## config.mk

```make
export PLATFORM = sky130hd
export DESIGN_NAME = ir_xmit
export DESIGN_NICKNAME = d
export VERILOG_FILES = /design/src/rtl/ir_xmit.sv
export SDC_FILE = /design/constraint.sdc
export NUM_CORES = 1
export LEC_CHECK = 0
export BUFFER_PORTS_ARGS = -buffer_cell sky130_fd_sc_hd__buf_2
export CAP_MARGIN = 30
export CORE_MARGIN = 5
export CORE_UTILIZATION = 48
export DETAILED_ROUTE_END_ITERATION = 12
export HOLD_SLACK_MARGIN = 0.12
export PLACE_DENSITY = 0.66
export SLEW_MARGIN = 20
export SYNTH_ARGS = -nofsm -noshare
export SYNTH_HDL_FRONTEND = slang
export SYNTH_SLANG_ARGS = --single-unit
export TNS_END_PERCENT = 100
```

## constraint.sdc

```tcl
create_clock -name clk27 -period 4.8 [get_ports clk27]
set_input_delay 0.96 -clock clk27 [delete_from_list [all_inputs] [get_ports clk27]]
set_output_delay 0.96 -clock clk27 [all_outputs]
set_load 0.05 [all_outputs]
```

## src/rtl/ir_xmit.sv

```systemverilog
// NEC infrared transmitter: sends {addr, ~addr, cmd, ~cmd} as a full NEC frame,
// then repeat frames while tx_repeat is held. Drives a modulated LED pin and a raw envelope.
module ir_xmit #(
  parameter int UNIT_CYCLES  = 15188,
  parameter int CARRIER_DIV  = 711,
  parameter int CARRIER_HIGH = 237,
  parameter int FRAME_UNITS  = 196
) (
  input  logic        clk27,
  input  logic        reset,
  input  logic [15:0] tx_code,
  input  logic        tx_start,
  input  logic        tx_repeat,
  output logic        busy,
  output logic        done,
  output logic        ir_tx,
  output logic        ir_env_n,
  output logic [7:0]  tx_frame_cnt
);

  localparam int UNIT_W = (UNIT_CYCLES > 1) ? $clog2(UNIT_CYCLES) : 1;
  localparam int CAR_W  = (CARRIER_DIV > 1) ? $clog2(CARRIER_DIV) : 1;
  localparam logic [UNIT_W-1:0] UNIT_LAST  = UNIT_W'(UNIT_CYCLES - 1);
  localparam logic [CAR_W-1:0]  CAR_LAST   = CAR_W'(CARRIER_DIV - 1);
  localparam logic [7:0]        FRAME_LAST = 8'(FRAME_UNITS - 1);
  localparam logic              CAR_FIRST  = (CARRIER_HIGH > 0);

  typedef enum logic [3:0] {
    IDLE, LEAD_MARK, LEAD_SPACE, BIT_MARK, BIT_SPACE,
    STOP_MARK, REP_MARK, REP_SPACE, REP_STOP, GAP
  } state_t;

  state_t              state;
  logic [15:0]         code;
  logic [UNIT_W-1:0]   unit_cnt;
  logic [4:0]          state_units;
  logic [7:0]          frame_units;
  logic [4:0]          bit_idx;
  logic [CAR_W-1:0]    carrier_cnt;

  logic [31:0]         payload;
  logic                cur_bit;
  logic [4:0]          state_len;
  logic                unit_end;
  logic                state_end;
  logic [CAR_W-1:0]    car_next;

  function automatic logic carrier_on(input logic [CAR_W-1:0] c);
    return int'(c) < CARRIER_HIGH;
  endfunction

  // Bit i of payload is the i-th bit on air: address byte first, each byte LSB first.
  assign payload = {~code[7:0], code[7:0], ~code[15:8], code[15:8]};
  assign cur_bit = payload[bit_idx];

  always_comb begin
    state_len = 5'd1;
    case (state)
      LEAD_MARK, REP_MARK: state_len = 5'd16;
      LEAD_SPACE:          state_len = 5'd8;
      REP_SPACE:           state_len = 5'd4;
      BIT_SPACE:           state_len = cur_bit ? 5'd3 : 5'd1;
      default:             state_len = 5'd1;
    endcase
    unit_end = (unit_cnt == UNIT_LAST);
    if (state == IDLE)
      state_end = 1'b0;
    else if (state == GAP)
      state_end = unit_end && (frame_units == FRAME_LAST);
    else
      state_end = unit_end && (state_units == state_len - 5'd1);
    car_next = (carrier_cnt == CAR_LAST) ? '0 : carrier_cnt + CAR_W'(1);
  end

  // Outputs are registered for the cycle being entered, so every branch that
  // changes state also sets the envelope and first carrier sample of the new state.
  always_ff @(posedge clk27) begin
    if (reset) begin
      state        <= IDLE;
      code         <= '0;
      unit_cnt     <= '0;
      state_units  <= '0;
      frame_units  <= '0;
      bit_idx      <= '0;
      carrier_cnt  <= '0;
      busy         <= 1'b0;
      done         <= 1'b0;
      ir_tx        <= 1'b0;
      ir_env_n     <= 1'b1;
      tx_frame_cnt <= '0;
    end else begin
      done        <= 1'b0;
      carrier_cnt <= car_next;
      ir_tx       <= !ir_env_n && carrier_on(car_next);
      if (state != IDLE) begin
        if (unit_end) begin
          unit_cnt    <= '0;
          state_units <= state_units + 5'd1;
          frame_units <= frame_units + 8'd1;
        end else begin
          unit_cnt <= unit_cnt + UNIT_W'(1);
        end
      end
      if (state_end) begin
        state_units <= '0;
        carrier_cnt <= '0;
      end
      case (state)
        IDLE: begin
          if (tx_start) begin
            code         <= tx_code;
            state        <= LEAD_MARK;
            busy         <= 1'b1;
            unit_cnt     <= '0;
            state_units  <= '0;
            frame_units  <= '0;
            carrier_cnt  <= '0;
            tx_frame_cnt <= tx_frame_cnt + 8'd1;
            ir_env_n     <= 1'b0;
            ir_tx        <= CAR_FIRST;
          end
        end
        LEAD_MARK: if (state_end) begin
          state    <= LEAD_SPACE;
          ir_env_n <= 1'b1;
          ir_tx    <= 1'b0;
        end
        LEAD_SPACE: if (state_end) begin
          state    <= BIT_MARK;
          bit_idx  <= '0;
          ir_env_n <= 1'b0;
          ir_tx    <= CAR_FIRST;
        end
        BIT_MARK: if (state_end) begin
          state    <= BIT_SPACE;
          ir_env_n <= 1'b1;
          ir_tx    <= 1'b0;
        end
        BIT_SPACE: if (state_end) begin
          if (bit_idx == 5'd31) begin
            state <= STOP_MARK;
          end else begin
            state   <= BIT_MARK;
            bit_idx <= bit_idx + 5'd1;
          end
          ir_env_n <= 1'b0;
          ir_tx    <= CAR_FIRST;
        end
        STOP_MARK, REP_STOP: if (state_end) begin
          state    <= GAP;
          ir_env_n <= 1'b1;
          ir_tx    <= 1'b0;
        end
        REP_MARK: if (state_end) begin
          state    <= REP_SPACE;
          ir_env_n <= 1'b1;
          ir_tx    <= 1'b0;
        end
        REP_SPACE: if (state_end) begin
          state    <= REP_STOP;
          ir_env_n <= 1'b0;
          ir_tx    <= CAR_FIRST;
        end
        GAP: if (state_end) begin
          if (tx_repeat) begin
            state        <= REP_MARK;
            frame_units  <= '0;
            tx_frame_cnt <= tx_frame_cnt + 8'd1;
            ir_env_n     <= 1'b0;
            ir_tx        <= CAR_FIRST;
          end else begin
            state <= IDLE;
            busy  <= 1'b0;
            done  <= 1'b1;
          end
        end
        default: state <= IDLE;
      endcase
    end
  end

endmodule

```

==> flow_results.xml <==
<?xml version="1.0" encoding="UTF-8"?>
<metrics>
  <group name="route">
    <metric name="antenna_left" unit="">0</metric>
    <metric name="route.vias.total" unit="">3447</metric>
    <metric name="routed_wirelength" unit="um">8930</metric>
    <metric name="dr_wl_cell" unit="um">15.0</metric>
    <metric name="vias_per_cell" unit="">5.78</metric>
    <metric name="drc_errors" unit="">0</metric>
    <metric name="drtIter0Drc" unit="">190</metric>
    <metric name="drt_pass1_iterations" unit="">5</metric>
  </group>
  <group name="sta">
    <metric name="totalNegativeSetupSlack" unit="ps">0</metric>
    <metric name="worstMarginPinSlew" unit="ps">697</metric>
    <metric name="timing_max_transition_violations_final" unit="">0</metric>
    <metric name="timing.fmax" unit="MHz">319</metric>
    <metric name="finalHoldViolCount" unit="">0</metric>
    <metric name="final_period_minus_worst_setup_slack" unit="ps">3140</metric>
    <metric name="grt_setup_unrepaired" unit="">false</metric>
    <metric name="max_slew_margin" unit="%">53.5</metric>
    <metric name="post-route-period-util" unit="%">65.4</metric>
    <metric name="fin_skew" unit="ps">6.03</metric>
    <metric name="finalSetupViolCount" unit="">0</metric>
  </group>
  <group name="finish">
    <metric name="synth_to_final_area_change" unit="%">11.0</metric>
    <metric name="drive_above_1_share" unit="%">14.8</metric>
    <metric name="number_of_nets_in_the_finished_design" unit="">517</metric>
    <metric name="antennaDiodeCount" unit="">0</metric>
  </group>
  <group name="grt">
    <metric name="grt.overflow.total" unit="">0</metric>
    <metric name="grt.met3_usage" unit="%">4.70</metric>
    <metric name="vias_in_the_first_global_route" unit="">3257</metric>
    <metric name="grt_pass1_wl" unit="um">15300</metric>
    <metric name="antenna_found_initial" unit="">0</metric>
    <metric name="grt_busiest_layer" unit="">met2</metric>
    <metric name="grt_max_degree" unit="">54</metric>
    <metric name="grt_util_met1" unit="%">25.0</metric>
    <metric name="overall_fraction_of_global_route_tracks_in_use" unit="%">18.9</metric>
    <metric name="global_route.usage.met2" unit="%">29.6</metric>
  </group>
  <group name="setup_path">
    <metric name="type_of_the_worst_setup_path" unit="">reg -&gt; reg</metric>
    <metric name="reg2reg_from" unit="">bit_idx[2]</metric>
    <metric name="crit_required" unit="ps">5040</metric>
    <metric name="cp.arrival" unit="ps">3380</metric>
    <metric name="worst_setup_path_start_kind" unit="">register</metric>
    <metric name="critical_path.endpoint_type" unit="">register</metric>
    <metric name="timing.reg2reg.setup_slack" unit="ps">1660</metric>
    <metric name="reg2reg_depth" unit="">8</metric>
    <metric name="critical_path.reg2reg.endpoint" unit="">bit_idx[0]</metric>
    <metric name="worst-path-max-fanout" unit="">12</metric>
  </group>
  <group name="logic_synthesis">
    <metric name="synthesis.instances" unit="">467</metric>
    <metric name="ys_seq_elements" unit="">74</metric>
    <metric name="avgSynthCellArea" unit="sq um">8.23</metric>
    <metric name="synth_enable_flop_cells" unit="">0</metric>
    <metric name="postSynthNetCount" unit="">495</metric>
    <metric name="mappedNetlistArea" unit="sq um">3840</metric>
    <metric name="ys.warnings.count" unit="">0</metric>
    <metric name="share_of_flip_flops_with_an_asynchronous_set_or_reset" unit="%">0</metric>
    <metric name="ys.flop_type" unit="">sky130_fd_sc_hd__dfxtp_1</metric>
    <metric name="synth.yosys.seq_area_share" unit="%">38.5</metric>
    <metric name="yosys.cell_types.count" unit="">59</metric>
  </group>
  <group name="die">
    <metric name="initial_core_util" unit="%">49.5</metric>
    <metric name="chipWidth" unit="um">99.5</metric>
    <metric name="design.portCount" unit="">32</metric>
    <metric name="row_count" unit="">32</metric>
    <metric name="chipHeight" unit="um">99.5</metric>
    <metric name="coreArea" unit="sq um">7770</metric>
    <metric name="die_area" unit="sq um">9900</metric>
  </group>
  <group name="placed_design">
    <metric name="gp_congestion" unit="">0.843</metric>
    <metric name="dp.final_hpwl" unit="um">6080</metric>
    <metric name="port-buffer-count" unit="">31</metric>
  </group>
  <group name="flow_run">
    <metric name="max_cap_violations" unit="">0</metric>
  </group>
  <group name="min_path">
    <metric name="worst_hold_path.endpoint" unit="">code[11]</metric>
    <metric name="hold-path-cell-count" unit="">2</metric>
    <metric name="timing.hold.worst.class" unit="">reg -&gt; reg</metric>
    <metric name="timing.hold.worst.start" unit="">code[11]</metric>
  </group>
  <group name="power_and_ir_drop">
    <metric name="totalPowerFinal" unit="mW">1.32</metric>
    <metric name="power.ir.vdd_worst" unit="mV">0.212</metric>
    <metric name="power_per_cell_area" unit="nW/um^2">310</metric>
    <metric name="cellLeakagePower" unit="nW">1.55</metric>
  </group>
  <group name="cts">
    <metric name="clock_tree_from_tritoncts" unit="">yes</metric>
    <metric name="cts.repair.resized" unit="">0</metric>
    <metric name="worst_setup_hold_path_clk_slew" unit="ps">80</metric>
    <metric name="post-cts-setup-buffer-count" unit="">0</metric>
    <metric name="numClockSinks" unit="">74</metric>
    <metric name="ctsLongestPathBuffers" unit="">2</metric>
    <metric name="clkLatencyLatePin" unit="ps">350</metric>
    <metric name="root_buffer_selected_by_cts" unit="">sky130_fd_sc_hd__clkbuf_8</metric>
    <metric name="tritoncts.num_buffers" unit="">9</metric>
    <metric name="cts.hold.buffers_added" unit="">0</metric>
    <metric name="htree_levels" unit="">3</metric>
  </group>
  <group name="outcome">
    <metric name="outcome" unit="">complete, no violations</metric>
  </group>
</metrics>
## routing by layer
layer	part of all wire [%]	vias up
met1	49	1627
met3	4.5	13
met4	1.4	0
li1	-	1728
met2	45	79
met5	0	-
## final cells by class
cell class,instances,area [sq um]
Inverter,7,26.3
Clock inverter,7,77.6
Multi-Input combinational cell,363,2240
Timing Repair Buffer,34,190
Tap cell,102,128
Sequential cell,74,1480
Fill cell,737,3500
Clock buffer,9,124
## cells in the mapped netlist (2+ instances only)
cell | n | area, sq um
sky130_fd_sc_hd__o22ai_1 | 2 | 12.5
sky130_fd_sc_hd__nor2_1 | 50 | 188
sky130_fd_sc_hd__o31ai_1 | 2 | 15.0
sky130_fd_sc_hd__o21ba_2 | 2 | 20.0
sky130_fd_sc_hd__nor3_1 | 16 | 80.1
sky130_fd_sc_hd__a211oi_1 | 5 | 37.5
sky130_fd_sc_hd__nand2b_1 | 5 | 31.3
sky130_fd_sc_hd__a21boi_0 | 3 | 22.5
sky130_fd_sc_hd__o211ai_1 | 4 | 30.0
sky130_fd_sc_hd__a22o_1 | 3 | 26.3
sky130_fd_sc_hd__nand4_1 | 10 | 62.6
sky130_fd_sc_hd__nand3_1 | 16 | 80.1
sky130_fd_sc_hd__nor3b_1 | 7 | 52.6
sky130_fd_sc_hd__inv_1 | 4 | 15.0
sky130_fd_sc_hd__o21ai_0 | 21 | 105
sky130_fd_sc_hd__nand2_1 | 58 | 218
sky130_fd_sc_hd__nand4b_1 | 4 | 35.0
sky130_fd_sc_hd__ha_1 | 8 | 100
sky130_fd_sc_hd__nand3b_1 | 4 | 30.0
sky130_fd_sc_hd__a22o_2 | 2 | 20.0
sky130_fd_sc_hd__a31o_2 | 2 | 17.5
sky130_fd_sc_hd__dfxtp_1 | 74 | 1480
sky130_fd_sc_hd__a21oi_1 | 41 | 205
sky130_fd_sc_hd__or3_1 | 6 | 37.5
sky130_fd_sc_hd__clkbuf_1 | 19 | 71.3
sky130_fd_sc_hd__o311a_2 | 2 | 22.5
sky130_fd_sc_hd__buf_1 | 2 | 7.51
sky130_fd_sc_hd__xor2_1 | 21 | 184
sky130_fd_sc_hd__mux4_2 | 2 | 45.0
sky130_fd_sc_hd__clkinv_1 | 3 | 11.3
sky130_fd_sc_hd__and2_1 | 3 | 18.8
sky130_fd_sc_hd__mux2i_1 | 7 | 70.1
sky130_fd_sc_hd__xnor2_1 | 8 | 70.1
sky130_fd_sc_hd__and3_1 | 11 | 68.8
sky130_fd_sc_hd__and4_1 | 3 | 26.3
sky130_fd_sc_hd__a31oi_1 | 6 | 37.5
sky130_fd_sc_hd__o21a_1 | 2 | 15.0
sky130_fd_sc_hd__nor4_1 | 3 | 18.8
sky130_fd_sc_hd__mux2_2 | 6 | 67.6
## worst max-delay path: stages, from the launching register on
cell and delay, ps:
sky130_fd_sc_hd__dfxtp_1 640, sky130_fd_sc_hd__mux2_2 390, sky130_fd_sc_hd__mux4_2 510, sky130_fd_sc_hd__xnor2_1 150
sky130_fd_sc_hd__o22ai_1 220, sky130_fd_sc_hd__o31ai_4 130, sky130_fd_sc_hd__or4_4 510, sky130_fd_sc_hd__o21a_1 230
sky130_fd_sc_hd__mux2_2 260
## layout by cell type (no fill, tap or decap), types with 7 or more instances in the layout
cell | netlist | layout
sky130_fd_sc_hd__dfxtp_1 | 74 | 74
sky130_fd_sc_hd__nand2_1 | 58 | 58
sky130_fd_sc_hd__nor2_1 | 50 | 50
sky130_fd_sc_hd__a21oi_1 | 41 | 41
sky130_fd_sc_hd__buf_2 | 1 | 31
sky130_fd_sc_hd__o21ai_0 | 21 | 21
sky130_fd_sc_hd__xor2_1 | 21 | 21
sky130_fd_sc_hd__nand3_1 | 16 | 16
sky130_fd_sc_hd__nor3_1 | 16 | 16
sky130_fd_sc_hd__and3_1 | 11 | 11
sky130_fd_sc_hd__nand4_1 | 10 | 10
sky130_fd_sc_hd__clkbuf_8 | 0 | 9
sky130_fd_sc_hd__xnor2_1 | 8 | 8
sky130_fd_sc_hd__ha_1 | 8 | 8
sky130_fd_sc_hd__nor3b_1 | 7 | 7
sky130_fd_sc_hd__mux2i_1 | 7 | 7
## stage by stage
stage,setup slack (ps),instances,cell area (sq um),util [%],hold slack [ps]
2_1_floorplan,1960,467,3840,-,433
3_3_place_gp,1750,579,4050,52.1,444
3_5_place_dp,1670,579,4050,52.1,448
4_1_cts,1650,595,4250,54.7,459
5_1_grt,1510,596,4270,55.0,485
6_report,1660,596,4270,55.0,457
## worst max path at each step
| stage | start | to | slack [ps] |
|---|---|---|---|
| after floorplan | bit_idx[2] | bit_idx[0] | 1960 |
| after global placement | bit_idx[2] | bit_idx[0] | 1750 |
| after detailed placement | bit_idx[2] | bit_idx[0] | 1670 |
| after CTS | bit_idx[2] | bit_idx[0] | 1650 |
| after global routing | bit_idx[2] | bit_idx[0] | 1510 |
| final | bit_idx[2] | bit_idx[0] | 1660 |
## registers in the layout, indices dropped and copies added, names as in the netlist
name	cells
bit_idx	5
busy	1
carrier_cnt	10
code	16
done	1
frame_units	8
ir_env_n	1
ir_tx	1
state	4
state_units	5
tx_frame_cnt	8
unit_cnt	14
## kinds of logic after synthesis
kind of cell	count (synthesis)	share of synthesized area [%]
mux	15	4.75
flops	74	38.5
fa+ha+maj	8	2.60
compound gates	106	17.7
xor+xnor	29	6.61
simple gates	205	26.7
buf+inv	30	3.16
## where the power goes
part / internal (mW) / switching, mW / total (mW)
clock network: 0.244 / 0.251 / 0.495
registers: 0.634 / 0.0223 / 0.656
logic: 0.0626 / 0.111 / 0.173
(Power assumes the default switching activity.)
